[config.mk]
export PLATFORM = sky130hd
export DESIGN_NAME = n_clic_ext
export DESIGN_NICKNAME = d
export VERILOG_FILES = /design/src/rtl/n_clic_ext.sv
export SDC_FILE = /design/constraint.sdc
export NUM_CORES = 1
export LEC_CHECK = 0
export CORE_ASPECT_RATIO = 0.6
export CORE_UTILIZATION = 28
export DETAILED_ROUTE_END_ITERATION = 8
export DONT_BUFFER_PORTS = 1
export GPL_TIMING_DRIVEN = 0
export PLACE_DENSITY = 0.48
export SLEW_MARGIN = 0
export SYNTH_ARGS = -nofsm -noshare
export SYNTH_HDL_FRONTEND = slang
export SYNTH_SLANG_ARGS = --single-unit
[constraint.sdc]
create_clock -name clk -period 9.8 [get_ports clk]
set_input_delay 1.47 -clock clk [delete_from_list [all_inputs] [get_ports clk]]
set_output_delay 1.47 -clock clk [all_outputs]
set_load 0.05 [all_outputs]
[src/rtl/n_clic_ext.sv]
// Core-local vectored interrupt controller: registered arbiter plus EPC/threshold stack.
// Define NCLIC_TAIL_CHAIN_EN to chain a pending winner directly on interrupt return.
package n_clic_pkg;
  typedef enum logic [2:0] {
    CSR_NONE = 3'd0,
    CSR_RW   = 3'd1,
    CSR_RS   = 3'd2,
    CSR_RC   = 3'd3,
    CSR_RWI  = 3'd5,
    CSR_RSI  = 3'd6,
    CSR_RCI  = 3'd7
  } csr_op_t;
  localparam logic PC_NORMAL    = 1'b0;
  localparam logic PC_INTERRUPT = 1'b1;
endpackage

module n_clic_ext
  import n_clic_pkg::*;
#(
  parameter int          VecNum         = 8,
  parameter int          ExtNum         = 4,
  parameter int          PrioWidth      = 3,
  parameter int          AddrWidth      = 12,
  parameter logic [11:0] VecCsrBase     = 12'hB00,
  parameter logic [11:0] EntryCsrBase   = 12'hB20,
  parameter logic [11:0] ThreshAddr     = 12'h347,
  parameter logic [11:0] StackDepthAddr = 12'h350,
  parameter logic [11:0] MStatusAddr    = 12'h300
) (
  input  logic                 clk,
  input  logic                 reset,
  input  logic                 csr_enable,
  input  logic [11:0]          csr_addr,
  input  csr_op_t              csr_op,
  input  logic [4:0]           rs1_zimm,
  input  logic [31:0]          rs1_data,
  input  logic [AddrWidth-1:0] pc_in,
  input  logic [ExtNum-1:0]    ext_irq,
  output logic [31:0]          csr_out,
  output logic [AddrWidth-1:0] int_addr,
  output logic                 pc_interrupt_sel,
  output logic                 interrupt_out,
  output logic [PrioWidth:0]   level_out,
  output logic                 stack_err
);
  localparam int IdxW  = $clog2(VecNum);
  localparam int Depth = 2 ** PrioWidth;
  localparam int EW    = PrioWidth + 3;
  localparam int LW    = PrioWidth + 1;
  localparam int VW    = AddrWidth - 2;

  typedef struct packed {
    logic                 valid;
    logic [IdxW-1:0]      idx;
    logic [PrioWidth-1:0] prio;
    logic [VW-1:0]        vec;
  } win_t;

  logic [EW-1:0]        entry_q [VecNum];
  logic [EW-1:0]        entry_d [VecNum];
  logic [VW-1:0]        vec_q [VecNum];
  logic [VW-1:0]        vec_d [VecNum];
  logic [AddrWidth-1:0] stk_addr_q [Depth];
  logic [AddrWidth-1:0] stk_addr_d [Depth];
  logic [PrioWidth-1:0] stk_prio_q [Depth];
  logic [PrioWidth-1:0] stk_prio_d [Depth];
  logic [PrioWidth-1:0] thresh_q, thresh_d;
  logic [LW-1:0]        level_q, level_d;
  logic                 mie_q, mie_d;
  logic                 err_q, err_d;
  logic [ExtNum-1:0]    sync1_q, sync1_d;
  logic [ExtNum-1:0]    sync2_q, sync2_d;
  logic [ExtNum-1:0]    sync3_q, sync3_d;
  win_t                 win_q, win_d, arb;

  logic [31:0]          wdata;
  logic [11:0]          vec_off, ent_off;
  logic                 vec_hit, ent_hit;
  logic [IdxW-1:0]      vec_idx, ent_idx;
  logic [PrioWidth-1:0] top_idx, push_idx;
  logic                 ret, win_live, full, empty;
  logic                 tail, pop_req, take_req, do_pop, do_take;

  function automatic logic [31:0] csr_upd(
    input logic [31:0] old,
    input csr_op_t     op,
    input logic [31:0] wd
  );
    case (op)
      CSR_RW, CSR_RWI: csr_upd = wd;
      CSR_RS, CSR_RSI: csr_upd = old | wd;
      CSR_RC, CSR_RCI: csr_upd = old & ~wd;
      default:         csr_upd = old;
    endcase
  endfunction

  always_comb begin
    wdata = rs1_data;
    if (csr_op inside {CSR_RWI, CSR_RSI, CSR_RCI})
      wdata = {27'd0, rs1_zimm};
    vec_off  = csr_addr - VecCsrBase;
    ent_off  = csr_addr - EntryCsrBase;
    vec_hit  = vec_off < 12'(VecNum);
    ent_hit  = ent_off < 12'(VecNum);
    vec_idx  = vec_off[IdxW-1:0];
    ent_idx  = ent_off[IdxW-1:0];
    top_idx  = PrioWidth'(level_q - LW'(1));
    push_idx = PrioWidth'(level_q);
  end

  // Ascending scan with >= makes the highest index win on equal priority.
  always_comb begin
    arb = '0;
    for (int i = 0; i < VecNum; i++) begin
      if (entry_q[i][1] && entry_q[i][0] &&
          entry_q[i][EW-2:2] >= thresh_q &&
          (!arb.valid || entry_q[i][EW-2:2] >= arb.prio)) begin
        arb.valid = 1'b1;
        arb.idx   = IdxW'(i);
        arb.prio  = entry_q[i][EW-2:2];
        arb.vec   = vec_q[i];
      end
    end
  end

  always_comb begin
    ret      = &pc_in;
    win_live = win_q.valid && entry_q[win_q.idx][1] &&
               entry_q[win_q.idx][0];
    full     = level_q == LW'(Depth);
    empty    = level_q == '0;
`ifdef NCLIC_TAIL_CHAIN_EN
    tail     = ret && mie_q && win_live && win_q.prio >= thresh_q;
`else
    tail     = 1'b0;
`endif
    pop_req  = ret && !tail;
    take_req = !ret && mie_q && win_live && win_q.prio > thresh_q;
    do_pop   = pop_req && !empty;
    do_take  = take_req && !full;
  end

  always_comb begin
    int_addr         = pc_in;
    pc_interrupt_sel = PC_NORMAL;
    if (do_take || tail) begin
      int_addr         = {win_q.vec, 2'b00};
      pc_interrupt_sel = PC_INTERRUPT;
    end else if (do_pop) begin
      int_addr         = stk_addr_q[top_idx];
      pc_interrupt_sel = PC_INTERRUPT;
    end
    interrupt_out = do_take || tail;
    level_out     = level_q;
    stack_err     = err_q;
  end

  always_comb begin
    csr_out = '0;
    if (csr_addr == ThreshAddr)
      csr_out = 32'(thresh_q);
    else if (csr_addr == StackDepthAddr)
      csr_out = 32'(level_q);
    else if (csr_addr == MStatusAddr)
      csr_out = {28'd0, mie_q, 3'd0};
    else if (vec_hit)
      csr_out = 32'(vec_q[vec_idx]);
    else if (ent_hit)
      csr_out = 32'(entry_q[ent_idx]);
  end

  always_comb begin
    entry_d    = entry_q;
    vec_d      = vec_q;
    stk_addr_d = stk_addr_q;
    stk_prio_d = stk_prio_q;
    thresh_d   = thresh_q;
    level_d    = level_q;
    mie_d      = mie_q;
    err_d      = err_q;
    win_d      = arb;
    sync1_d    = ext_irq;
    sync2_d    = sync1_q;
    sync3_d    = sync2_q;
    if (csr_enable) begin
      if (csr_addr == ThreshAddr)
        thresh_d = PrioWidth'(csr_upd(32'(thresh_q), csr_op, wdata));
      if (csr_addr == MStatusAddr)
        mie_d = |(csr_upd({28'd0, mie_q, 3'd0}, csr_op, wdata) & 32'h8);
      if (vec_hit)
        vec_d[vec_idx] = VW'(csr_upd(32'(vec_q[vec_idx]), csr_op, wdata));
      if (ent_hit)
        entry_d[ent_idx] = EW'(csr_upd(32'(entry_q[ent_idx]), csr_op, wdata));
    end
    if (do_take) begin
      stk_addr_d[push_idx] = pc_in;
      stk_prio_d[push_idx] = thresh_q;
      level_d  = level_q + LW'(1);
      thresh_d = win_q.prio;
    end
    if (do_pop) begin
      level_d  = level_q - LW'(1);
      thresh_d = stk_prio_q[top_idx];
    end
    if (do_take || tail) begin
      entry_d[win_q.idx][0] = 1'b0;
      win_d = '0;
    end
    if ((pop_req && empty) || (take_req && full))
      err_d = 1'b1;
    // Hardware pend lands last so it beats a same-cycle clear.
    for (int i = 0; i < ExtNum; i++) begin
      if (entry_q[i][EW-1] ? (sync2_q[i] && !sync3_q[i]) : sync2_q[i])
        entry_d[i][0] = 1'b1;
    end
  end

  always_ff @(posedge clk) begin
    if (reset) begin
      for (int i = 0; i < VecNum; i++) begin
        entry_q[i] <= '0;
        vec_q[i]   <= '0;
      end
      for (int i = 0; i < Depth; i++) begin
        stk_addr_q[i] <= '0;
        stk_prio_q[i] <= '0;
      end
      thresh_q <= '0;
      level_q  <= '0;
      mie_q    <= 1'b0;
      err_q    <= 1'b0;
      win_q    <= '0;
      sync1_q  <= '0;
      sync2_q  <= '0;
      sync3_q  <= '0;
    end else begin
      entry_q    <= entry_d;
      vec_q      <= vec_d;
      stk_addr_q <= stk_addr_d;
      stk_prio_q <= stk_prio_d;
      thresh_q   <= thresh_d;
      level_q    <= level_d;
      mie_q      <= mie_d;
      err_q      <= err_d;
      win_q      <= win_d;
      sync1_q    <= sync1_d;
      sync2_q    <= sync2_d;
      sync3_q    <= sync3_d;
    end
  end
endmodule

==> out/qor.csv, run 1 <==
stage;metric;value;unit
timing;finalSetupViolations;16;
timing;rsz0062_at_grt;true;
power;power.total;2.51;mW
synth;synth_warnings;0;
timing;hold_viol;0;
synth;synthMuxAreaShare;13.8;%
timing;maxSlewViolCount;0;
floorplan;die_area;54700;um2
floorplan;start_util;28.5;%
finish;syn2layout_area_growth;18.9;%
timing;min_period_over_period;105;%
placed_design;gp_congestion;0.938;
routing;drc;16;
placed_design;dp_hpwl;45.8;mm
setup_path;max_stage_delay;410;ps
setup_path;critical_path_class;register to register;
global_route;top_usage_layer;met1;
cts;cts_inserted_buffers;28;
setup_path;crit_top_cell;a21o_1;
timing;max-slew-margin-rel;14.3;%
power;swShare;25.9;%
setup_path;r2r_slack;-530;ps
routing;wl;60.1;mm
routing;num_vias;14200;
floorplan;die_w;301;um
power;p_int;1.86;mW
synth;synth_flop_cell;dfxtp_1;
placed_design;port_buffers;0;
synth;synth_seq_cells;286;
synth;synth_top_family_by_area;simple AND/OR/NAND/NOR gates;
power;peakVddDrop;0.122;mV
power;pwr-share-comb;6.9;%
synth;synth-simple-area-share;20.9;%
finish;post-route-util;33.9;%
placed_design;dpl_cell_area;16100;um2
setup_path;worstSetupStartpointType;register;
setup_path;cp_max_fo;6;
cts;cts_buffer_depth;3;
synth;yosysTopAreaCell;dfxtp_1;
synth;synth_area;15000;um2
global_route;grt_overflow_total;0;
synth;synth_edf_count;0;
setup_path;crit-reg2reg-capture;win_q[4];
finish;fin_nets;1974;
min_path;min_from;sync1_q[0];
setup_path;worstSetupEndpointType;register;
synth;synth.distinct_cells;81;
timing;clock_skew;18.8;ps
global_route;grt_start_max_net_pins;15;
routing;drt_iter0_markers;1746;
synth;synth_top_cells_by_area;dfxtp_1 38%, mux2i_1 8.9%, nor2_1 8.0%;
run_status;failed_checks;design-rule violations, negative setup slack;
synth;synth.avg_cell_area;8.59;um2
routing;viasPerCell;5.49;
power;seqPwrFrac;46.4;%
floorplan;die_h;182;um
power;clock_power_share;46.7;%
min_path;hold_depth;1;
placed_design;place_ws;-2620;ps
cts;root_buffer;clkbuf_16;
flow_run;cap_violations;0;
synth;synth_top_area_share;38.0;%
routing;dr.pass1.iters;7;
cts;cts_sinks;286;
setup_path;r2r_start;thresh_q[2];
routing;ant_nets;0;
global_route;gr-usage-met2;27.6;%
global_route;antenna_found_initial;6;
synth;ys_seq_area_share;38.0;%
global_route;grt_pass1_vias;13200;
setup_path;reg2reg_depth;55;
finish;drive_gt1_share;14.8;%
timing;setup_tns;-7410;ps
power;p_per_area;140;nW/um2
global_route;gr-usage-met3;5.71;%
floorplan;pin_count;122;
global_route;grtUsageMet1;34.7;%
timing;setup_slack;-534;ps
cts;htree_num_levels;1;
finish;fin_area;17900;um2
min_path;hp-class;register to register;
global_route;grt_first_pass_wirelength;87.8;mm
floorplan;core;52800;um2
power;power_switching;0.651;mW
routing;detail_route.wl_per_cell;23.3;um
timing;worst_pin_slew;1290;ps
setup_path;cpMaxStageDelayCell;dfxtp_4;
synth;synth_cells;1751;
run_status;status;finished, violations left;
timing;clock.fmax;96.8;MHz
global_route;track_usage;21.5;%
floorplan;placementRows;65;
synth;synth_compound_area_share;17.0;%
timing;fin_crit;10330;ps
setup_path;critPathArrivalTime;10790;ps
power;p_leak;6.98;nW
min_path;worstHoldEndpoint;sync2_q[0];
synth;synth_xor_area_share;0.931;%
cts;insertion_delay;590;ps
synth;async_flop_share;0;%
cts;cts_tree;done;
setup_path;required;10250;ps
setup_path;critPathLaunch;thresh_q[2];
synth;synthAdderAreaFrac;4.24;%
cts;path_clk_slew;70;ps
power by group through the flow:
stage | combinational (mW) | clock (mW) | sequential [mW]
floorplan | 0.112 | 0 | 1.19
global placement | 0.165 | 0 | 1.19
detailed placement | 0.167 | 0 | 1.19
CTS | 0.167 | 1.18 | 1.17
global route | 0.179 | 1.24 | 1.17
finish | 0.172 | 1.17 | 1.17
cell families (layout without fill, tap and decap cells):
| family | Yosys count | count (layout) |
|---|---|---|
| AND/OR/NAND/NOR | 695 | 695 |
| AO/OA/AOI/OAI | 371 | 371 |
| flip-flops | 286 | 286 |
| multiplexers | 168 | 168 |
| buffers and inverters | 163 | 264 |
| adder cells (fa/ha/maj) | 51 | 51 |
| XOR/XNOR | 16 | 16 |
| other | 1 | 25 |
cells in the mapped netlist, types with 23 or more instances:
cell / number
a22oi_1: 58
mux2i_1: 134
dfxtp_1: 286
clkbuf_1: 78
buf_4: 27
nor2b_1: 32
o21ai_0: 27
ha_1: 51
inv_1: 23
a21oi_1: 95
nand2_1: 176
a211oi_1: 42
nor2_1: 320
buf_2: 24
nor3_1: 59
mux4_2: 31
worst max-delay path, delay by kind of cell (launching register included):
family / cells / cell delay, ps
AO/OA/AOI/OAI: 26 / 5050
adder cells (fa/ha/maj): 8 / 2080
AND/OR/NAND/NOR: 14 / 1770
buffers and inverters: 6 / 810
flip-flops: 1 / 410
multiplexers: 1 / 90
registers in the layout, summed over array words and instances, names as in the netlist:
name        cells
win_q          17
sync3_q         4
stk_prio_q     24
level_out       4
vec_q          80
stack_err       1
sync2_q         4
mie_q           1
stk_addr_q     96
sync1_q         4
entry_q        48
thresh_q        3
metal layers:
layer,part of all wire [%],up-vias
met5,0.040,-
met4,1.7,4
met3,12,67
met2,37,667
met1,50,6971
li1,-,6445
per-stage QoR:
stage,std cells,hold slack (ps)
floorplan,1772,414
global route,2578,472
finish,2579,463
detailed placement,2475,425
CTS,2567,464
global placement,2475,437
repair_timing:
| action | CTS | global route |
|---|---|---|
| hold buffers | 0 | 0 |
| pin swaps | 41 | 15 |
| setup buffers | 41 | 9 |
| gates cloned | 0 | 0 |
| hold endpoints to repair | 0 | 0 |
| setup endpoints to repair | 16 | 16 |
| gates resized for setup | 65 | 26 |
area by class of cell:
class | count | area [um2]
Antenna cell | 3 | 7.51
Buffer | 140 | 796
Clock buffer | 40 | 816
Clock inverter | 11 | 156
Fill cell | 5449 | 34900
Inverter | 23 | 106
Multi-Input combinational cell | 1323 | 8990
Sequential cell | 286 | 5740
Tap cell | 703 | 880
Timing Repair Buffer | 50 | 395
worst max-delay path by stage:
| stage | to | slack, ps | depth (start not counted) |
|---|---|---|---|
| after floorplan | win_q[3] | 10 | 55 |
| after global placement | win_q[4] | -2460 | 53 |
| after detailed placement | win_q[4] | -2620 | 53 |
| after CTS | win_q[4] | -470 | 56 |
| after global routing | win_q[3] | -800 | 56 |
| final | win_q[4] | -530 | 55 |
placed cells by master (no fill, tap or decap), types with 11 or more instances in the layout:
cell type,synthesis,routed
mux4_2,31,31
and2_1,11,11
nand2_1,176,175
a221oi_1,15,12
clkbuf_1,78,77
clkbuf_16,0,31
a211oi_1,42,41
a21oi_1,95,90
nor2_1,320,316
dfxtp_1,286,280
mux2i_1,134,134
inv_1,23,19
o21ai_0,27,22
nor3_1,59,56
a22oi_1,58,55
o22ai_1,21,21
buf_4,27,74
buf_2,24,22
conb_1,1,22
ha_1,51,47
nor2b_1,32,29
a221o_1,12,12
nand4_1,13,13
a21o_1,18,17
Power figures use the tool's default switching activity.
==> inputs of run 2 (changes only) <==
Settings changed: PLACE_DENSITY 0.48 to not set.
==> out/qor.csv, run 2 (synthesis results as in run 1) <==
stage;metric;value;unit;change
setup_path;crit_top_cell;a21o_1;;
routing;ant_nets;0;;unchanged
timing;setup_slack;-650;ps;-117 ps
setup_path;cp_max_fo;8;;+2
global_route;track_usage;20.6;%;-0.93 points
timing;clock_skew;26.7;ps;+7.94 ps
floorplan;die_h;182;um;unchanged
routing;wl;58.1;mm;-3.4%
global_route;antenna_found_initial;2;;-4
cts;cts_buffer_depth;3;;unchanged
setup_path;worstSetupStartpointType;register;;
setup_path;required;10260;ps;about the same
setup_path;critPathArrivalTime;10910;ps;+120 ps
routing;viasPerCell;5.60;;+2.0%
finish;final_cell_mix;315 x nor2_1, 280 x dfxtp_1, 174 x nand2_1;;
global_route;grt_pass1_vias;13400;;+1.5%
floorplan;die_area;54700;um2;unchanged
routing;dr.pass1.iters;8;;+1
cts;cts_inserted_buffers;27;;-3.6%
finish;largest_register_ffs;96;;unchanged
placed_design;dp_hpwl;43.1;mm;-6.0%
setup_path;cpMaxStageDelayCell;dfxtp_4;;
timing;min_period_over_period;107;%;+1.2 points
power;peakVddDrop;0.0981;mV;-19%
global_route;grt_start_max_net_pins;16;;+1
routing;drc;4;;-12
routing;detail_route.wl_per_cell;22.4;um;-3.8%
routing;drt_iter0_markers;1909;;+9.3%
timing;hold_viol;0;;unchanged
flow_run;cap_violations;0;;unchanged
timing;worst_pin_slew;1270;ps;-11.6 ps
placed_design;gp_congestion;0.976;;+4.0%
floorplan;core;52800;um2;unchanged
timing;clock.fmax;95.7;MHz;-1.1%
min_path;hp-class;register to register;;
cts;root_buffer;clkbuf_16;;
routing;num_vias;14500;;+2.4%
cts;path_clk_slew;70;ps;about the same
timing;finalSetupViolations;16;;unchanged
setup_path;path_delay_family;compound AO/OA/AOI/OAI gates;;
finish;regMostFlops;stk_addr_q;;
placed_design;port_buffers;0;;unchanged
timing;rsz0062_at_grt;true;;
setup_path;critical_path_class;register to register;;
finish;syn2layout_area_growth;19.5;%;
floorplan;pin_count;122;;unchanged
finish;post-route-util;34.1;%;+0.18 points
cts;insertion_delay;580;ps;about the same
cts;cts_sinks;286;;unchanged
setup_path;worstPathBufferInverterCount;7;;+1
finish;reg_top3;stk_addr_q (96), vec_q (80), entry_q (48);;
finish;antenna_cells;0;;-3
routing;wl_met1;27.6;mm;-8.2%
cts;cts_tree;done;;
routing;top_layer_used;met5;;
finish;layout_commonest_cell;nor2_1;;
placed_design;dpl_cell_area;16100;um2;unchanged
floorplan;start_util;28.5;%;unchanged
run_status;status;finished, violations left;;
timing;maxSlewViolCount;0;;unchanged
run_status;failed_checks;design-rule violations, negative setup slack;;
timing;max-slew-margin-rel;14.8;%;+0.59 points
global_route;grt_overflow_total;0;;unchanged
setup_path;max_stage_delay;380;ps;-30 ps
floorplan;die_w;301;um;unchanged
routing;wl_met3;7.76;mm;+12%
finish;fin_area;18000;um2;+0.52%
floorplan;placementRows;65;;unchanged
power;p_per_area;135;nW/um2;-3.5%
timing;fin_crit;10450;ps;+117 ps
setup_path;worstSetupEndpointType;register;;
finish;fin_nets;1989;;+0.76%
power;p_leak;7.03;nW;+0.75%
cts;htree_num_levels;1;;unchanged
finish;drive_gt1_share;15.7;%;+0.91 points
global_route;grt_first_pass_wirelength;85.5;mm;-2.7%
finish;nFillCells;5397;;-0.95%
routing;dr_wl_met2;21.7;mm;-1.6%
run 2: metal layers:
| metal | global-route usage [%] | vias to the layer above |
|---|---|---|
| met5 | 0 | - |
| met4 | 3.01 | 2 |
| met3 | 6.54 | 93 |
| met2 | 26.6 | 858 |
| met1 | 32.5 | 7090 |
| li1 | - | 6455 |
run 2: report_power, final:
group	total (mW)	internal [mW]	switching (mW)	leakage, nW
Combinational	0.171	0.0360	0.135	4.28
Clock	1.10	0.590	0.508	0.436
Sequential	1.17	1.16	0.00270	2.31
run 2: stage by stage:
stage               power, mW  std cells  hold slack [ps]  setup slack [ps]  TNS [ps]
finish                   2.43       2589              450              -650     -9450
global route             2.49       2589              464              -996    -15000
CTS                      2.43       2583              448              -520     -7680
detailed placement       1.36       2475              425             -2480    -38240
global placement         1.36       2475              441             -2410    -35850
floorplan                1.30       1772              414              10.4         0
run 2: worst paths after layout:
| kind | startpoint | endpoint | slack [ps] | cells after the start |
|---|---|---|---|---|
| worst min-delay path | sync1_q[2] | sync2_q[2] | 450 | 1 |
| worst min register to register | sync1_q[2] | sync2_q[2] | 450 | 1 |
| worst max-delay path | thresh_q[2] | win_q[4] | -650 | 53 |
| worst max register to register | thresh_q[2] | win_q[4] | -650 | 53 |
run 2: layout make-up:
type / count / area (um2) / share of cell area [%]
sequential: 286 / 5750 / 32.0
inverter: 23 / 104 / 0.578
clock inverter: 14 / 163 / 0.905
tap: 703 / 880 / 4.89
multi-input combinational: 1323 / 9050 / 50.3
timing repair buffer: 68 / 544 / 3.03
clock buffer: 34 / 732 / 4.07
buffer: 138 / 761 / 4.23
run 2: what timing repair did:
item,CTS,global route
pin swaps,45,34
hold endpoints to repair,0,0
endpoints found under the setup margin,16,16
setup buffers,59,8
hold buffers,0,0
gates cloned,1,0
resized for setup,76,27
